==> src/rtl/motor_pwm_driver.sv <==
// Dual H-bridge driver with soft-start PWM ramp and forced dead-time on every stop or reversal.
// Inputs pass a 2-flop sync; pins and busy are registered. The left and right channels run independently on one shared PWM counter.
module motor_pwm_driver #(
  parameter int PWM_BITS = 8,
  parameter int RAMP_INC = 32,
  parameter int DUTY_MAX = 255,
  parameter int DEADTIME = 100
) (
  input  logic clk,
  input  logic rst,
  input  logic len_in,
  input  logic ldir_in,
  input  logic ren_in,
  input  logic rdir_in,
  output logic l_in1,
  output logic l_in2,
  output logic r_in1,
  output logic r_in2,
  output logic l_busy,
  output logic r_busy
);

  localparam logic [1:0] S_IDLE = 2'd0;
  localparam logic [1:0] S_RAMP = 2'd1;
  localparam logic [1:0] S_RUN  = 2'd2;
  localparam logic [1:0] S_DEAD = 2'd3;

  localparam int DW = (DEADTIME > 1) ? $clog2(DEADTIME) : 1;
  localparam logic [DW-1:0]       DEAD_LOAD = DW'(DEADTIME - 1);
  localparam logic [PWM_BITS:0]   INC_W     = (PWM_BITS + 1)'(RAMP_INC);
  localparam logic [PWM_BITS:0]   MAX_W     = (PWM_BITS + 1)'(DUTY_MAX);
  localparam logic [PWM_BITS-1:0] MAX_N     = PWM_BITS'(DUTY_MAX);

  // Index 0 is the left channel, index 1 the right channel.
  logic [1:0] en_q1, en_s, dir_q1, dir_s;
  logic [PWM_BITS-1:0] cnt;
  logic pe;

  always_ff @(posedge clk or posedge rst) begin
    if (rst) begin
      en_q1  <= '0;
      en_s   <= '0;
      dir_q1 <= '0;
      dir_s  <= '0;
    end else begin
      en_q1  <= {ren_in, len_in};
      en_s   <= en_q1;
      dir_q1 <= {rdir_in, ldir_in};
      dir_s  <= dir_q1;
    end
  end

  always_ff @(posedge clk or posedge rst) begin
    if (rst) cnt <= '0;
    else     cnt <= cnt + 1'b1;
  end

  assign pe = &cnt;

  for (genvar g = 0; g < 2; g++) begin : g_side
    logic [1:0]          state;
    logic [PWM_BITS-1:0] duty;
    logic                dir_lat;
    logic [DW-1:0]       dead_cnt;
    logic                abort;
    logic                pwm;
    logic                active;
    logic [PWM_BITS:0]   duty_sum;
    logic [PWM_BITS-1:0] duty_step;
    logic                pin1, pin2, busy;

    assign abort  = !en_s[g] || (dir_s[g] != dir_lat);
    assign pwm    = cnt < duty;
    assign active = (state == S_RAMP) || (state == S_RUN);

    // One extra bit so the saturating add never wraps past DUTY_MAX.
    assign duty_sum  = {1'b0, duty} + INC_W;
    assign duty_step = (duty_sum >= MAX_W) ? MAX_N : duty_sum[PWM_BITS-1:0];

    always_ff @(posedge clk or posedge rst) begin
      if (rst) begin
        state    <= S_IDLE;
        duty     <= '0;
        dir_lat  <= 1'b0;
        dead_cnt <= '0;
        busy     <= 1'b0;
      end else begin
        case (state)
          S_IDLE: begin
            duty <= '0;
            if (en_s[g]) begin
              dir_lat <= dir_s[g];
              state   <= S_RAMP;
              busy    <= 1'b1;
            end
          end
          S_RAMP, S_RUN: begin
            // Abort wins over a coincident period end: duty is not stepped.
            if (abort) begin
              state    <= S_DEAD;
              duty     <= '0;
              dead_cnt <= DEAD_LOAD;
            end else if (state == S_RAMP && pe) begin
              duty <= duty_step;
              if (duty_step == MAX_N) state <= S_RUN;
            end
          end
          S_DEAD: begin
            duty <= '0;
            if (dead_cnt == '0) begin
              state <= S_IDLE;
              busy  <= 1'b0;
            end else begin
              dead_cnt <= dead_cnt - 1'b1;
            end
          end
          default: begin
            state <= S_IDLE;
            duty  <= '0;
            busy  <= 1'b0;
          end
        endcase
      end
    end

    // Only one pin can ever carry pwm, selected by the latched direction.
    always_ff @(posedge clk or posedge rst) begin
      if (rst) begin
        pin1 <= 1'b0;
        pin2 <= 1'b0;
      end else begin
        pin1 <= active && dir_lat && pwm;
        pin2 <= active && !dir_lat && pwm;
      end
    end
  end

  assign l_in1  = g_side[0].pin1;
  assign l_in2  = g_side[0].pin2;
  assign r_in1  = g_side[1].pin1;
  assign r_in2  = g_side[1].pin2;
  assign l_busy = g_side[0].busy;
  assign r_busy = g_side[1].busy;

endmodule

==> config.mk <==
export PLATFORM = sky130hd
export DESIGN_NAME = motor_pwm_driver
export DESIGN_NICKNAME = d
export VERILOG_FILES = /design/src/rtl/motor_pwm_driver.sv
export SDC_FILE = /design/constraint.sdc
export NUM_CORES = 1
export LEC_CHECK = 0
export CORE_UTILIZATION = 50
export DETAILED_ROUTE_END_ITERATION = 7
export DONT_BUFFER_PORTS = 1
export GPL_TIMING_DRIVEN = 0
export HOLD_SLACK_MARGIN = 0.15
export PLACE_DENSITY_LB_ADDON = 0.2
export SLEW_MARGIN = 20
export SYNTH_ARGS = -nofsm -noshare
export SYNTH_HDL_FRONTEND = slang
export SYNTH_SLANG_ARGS = --single-unit
==> constraint.sdc <==
create_clock -name clk -period 2.6 [get_ports clk]
set_input_delay 0.26 -clock clk [delete_from_list [all_inputs] [get_ports clk]]
set_output_delay 0.26 -clock clk [all_outputs]
set_load 0.005 [all_outputs]
==> results.md <==
- Clock Latency Late Sink: 0.34 ns
- Setup TNS: 0 ns
- Clock Tree Buf Depth: 2
- Fillers: 515
- CP Cell Sequence: inv_1, ha_1, or3b_4, or4_1, a21oi_1, o21a_1, mux2_2
- Slowest stage delay, CP: 0.55 ns
- Sequential share of power: 38.1%
- H-tree levels: 3
- Detailed Routing Iterations Pass 1: 4
- DP HPWL: 3910 um
- TritonCTS sink count: 58
- P_sw: 1.02 mW
- Max-Slew Margin vs Limit: 44.3%
- Root buffer cell: clkbuf_8
- Power Density: 906 nW/um2
- DRC: 0
- Area Overhead vs Synth: 12.9%
- Hold violation count in the final report: 0
- Remaining antenna violation count: 0
- Largest net degree at the start of global routing: 59
- Vias in the first global route: 2124
- Global-route wire length before repair: 9670 um
- Clk slew on worst S/H paths: 0.06 ns
- Fmax: 0.409 GHz
- Worst vdd ir: 649 uV
- N_diodes: 0
- Yosys warnings: 0
- Outcome: finished clean
- Synth Cell Area: 3060 um2
- Total GRT Usage: 20.4%
- Post-synth top flop: dfrtp_1
- Initial antenna violation count: 0
- Nets: 352
- Sequential share of the synthesized area: 47.5%
- Max-Cap Viols: 0
- Die height: 80.2 um
- Syn_area_per_cell: 10.1 um2
- DR vias/cell: 5.49
- Final GP Congestion: 0.764
- Switching Fraction: 32.7%
- Std-Cell Rows: 28
- Congestion Overflow GR: 0
- Post-Route WL: 5670 um
- Leakage: 1.56 nW
- Total core area: 5920 um2
- Synth cell types: 51
- Final Max Tran Viols: 0
- CP Max Fanout: 7
- DR iter-0 viols: 98
- RSZ-0062 raised after global routing: false
- Skew final: 0.00832 ns
- Net Count, Synth: 337
- Crit Path Class: register to register
- Least-Margin Pin Slew: 0.828 ns
- Fraction of registers with async set/reset: 100%
- CP max-delay cell: or4_1
- # IOs: 12
- Startpoint types: register
- Setup violators final: 0
- Initial Util: 51.6%
- Final Cycle Share: 94.0%
- Die Wd: 80.2 um
- Hold Crit Class: register to register
- Die area: 6430 um2
- Synthesized flop and latch total: 58
- Crit end category: register
- EDFF count, synth: 0
- Number of buffers inserted by port buffering: 0
- Internal: 2.10 mW
- Via Count: 2190
- Tot Pwr: 3.12 mW
- Worst Path Required: 2.82 ns
- Comb pwr share: 28.2%
- CTS tree: yes
- Worst EP arrival: 2.67 ns
- Clock Power Share: 33.7%
- Fin crit period: 2.44 ns
- Share of post-route cells with drive strength above 1: 8.95%
- WL/cell: 14.2 um
- Mapped Cells: 304
- Num CTS Buffers: 9
critical path: cells and delay by family, from the launching register on:
family                     cells  cell delay, ns
adders and majority gates      1            0.18
buffers and inverters          1            0.09
DFF                            1            0.41
AOI/OAI and AO/OA              2            0.36
and+or+nand+nor                2            0.96
muxes                          1            0.33
sequential cells by signal, indices dropped and copies added, names as in the netlist:
register and count:
l_busy 1, l_in1 1, r_in2 1, r_in1 1, l_in2 1, en_q1 2
en_s 2, g_side.dead_cnt 14, dir_q1 2, g_side.dir_lat 2, g_side.duty 16, r_busy 1
g_side.state 4, dir_s 2, cnt 8
stage by stage:
step	util, %	instance area [um2]	setup WS [ns]	hold WS [ns]	std cells
CTS	58.3	3450	0.159	0.352	400
global route	58.3	3450	0.0318	0.364	399
detailed placement	53.2	3150	0.166	0.291	379
floorplan	-	3060	0.321	0.291	304
global placement	53.2	3150	0.188	0.291	379
finish	58.3	3450	0.155	0.352	399
final cells by class:
class	instances	area [um2]	area share, %
Sequential cell	58	1450	42.1
Clock inverter	5	100	2.90
Buffer	6	23.8	0.689
Multi-Input combinational cell	211	1470	42.7
Timing Repair Buffer	5	50.0	1.45
Inverter	28	108	3.12
Clock buffer	11	151	4.39
Tap cell	75	93.8	2.72
routing by layer:
metal | vias up | part of all wire, % | global-route usage (%)
met3 | 10 | 4.1 | 3.98
met2 | 40 | 44 | 30.5
met1 | 1044 | 50 | 27.7
li1 | 1096 | - | -
met4 | 0 | 2.2 | 11.3
met5 | - | 0 | 0
kinds of logic after synthesis:
| kind of cell | after synthesis | synth area share (%) |
|---|---|---|
| AO/OA/AOI/OAI | 64 | 13.6 |
| adder cells (fa/ha/maj) | 27 | 11.1 |
| buffers and inverters | 35 | 4.34 |
| XOR/XNOR | 14 | 4.01 |
| multiplexers | 6 | 2.25 |
| AND/OR/NAND/NOR | 100 | 17.2 |
| flip-flops | 58 | 47.5 |
cell usage in the layout, fill, tap and decap left out, types with 3 or more instances in the layout:
master / n
a31oi_1: 5
nor4_1: 3
a22o_1: 5
inv_1: 27
dlygate4sd3_1: 5
nor2b_1: 4
clkbuf_8: 11
nand3_1: 12
dfrtp_1: 58
bufinv_16: 3
o21ai_0: 20
xor2_1: 6
nand2_1: 10
and3_1: 5
a22oi_1: 3
and4_1: 3
xnor2_1: 8
ha_1: 27
nor2_1: 39
nand2b_1: 3
mux2_2: 3
a21oi_1: 13
a21boi_0: 3
clkbuf_1: 4
cell usage after synthesis, drive strengths merged, types with 3 or more instances:
library cell,count,area [um2]
xnor2,8,70.1
a31oi,5,31.3
clkbuf,5,18.8
xor2,6,52.6
mux2,4,48.8
inv,28,105
a21boi,4,41.3
nand2,10,37.5
nand2b,3,18.8
nand3,12,60.1
a22o,5,43.8
ha,27,338
o21ai,22,114
a22oi,3,22.5
nor2b,4,25.0
nor4,3,18.8
and4,3,26.3
and3,5,31.3
a21oi,14,73.8
nor2,39,146
dfrtp,58,1450
power groups by stage:
stage | Sequential (mW) | Clock (mW) | Combinational (mW)
after floorplan | 1.16 | 0 | 0.709
after detailed placement | 1.20 | 0 | 0.885
after global routing | 1.21 | 1.11 | 1.01
after global placement | 1.20 | 0 | 0.868
after CTS | 1.19 | 1.08 | 0.894
final | 1.19 | 1.05 | 0.883
final timing paths:
check,from,endpoint,slack [ns],cells after the start
worst min register to register,en_q1[1]$_DFF_PP0_,en_s[1]$_DFF_PP0_,0.35,0
worst min-delay path,en_q1[1]$_DFF_PP0_,en_s[1]$_DFF_PP0_,0.35,0
worst max-delay path,g_side[0].dead_cnt[0]$_DFFE_PP0P_,g_side[0].state[1]$_DFFE_PP0P_,0.16,7
min in group asynchronous,rst,g_side[1].dead_cnt[1]$_DFFE_PP0P_,0.53,2
max in group asynchronous,rst,g_side[0].dead_cnt[6]$_DFFE_PP0P_,1.62,2
worst max register to register,g_side[0].dead_cnt[0]$_DFFE_PP0P_,g_side[0].state[1]$_DFFE_PP0P_,0.16,7
what timing repair did:
action                                  CTS  global route
hold buffers                              5             0
endpoints found under the setup margin    0             1
endpoints found under the hold margin    62             0
gates resized for setup                   0             0
buffers inserted                          0             0
Power figures use the tool's default switching activity.
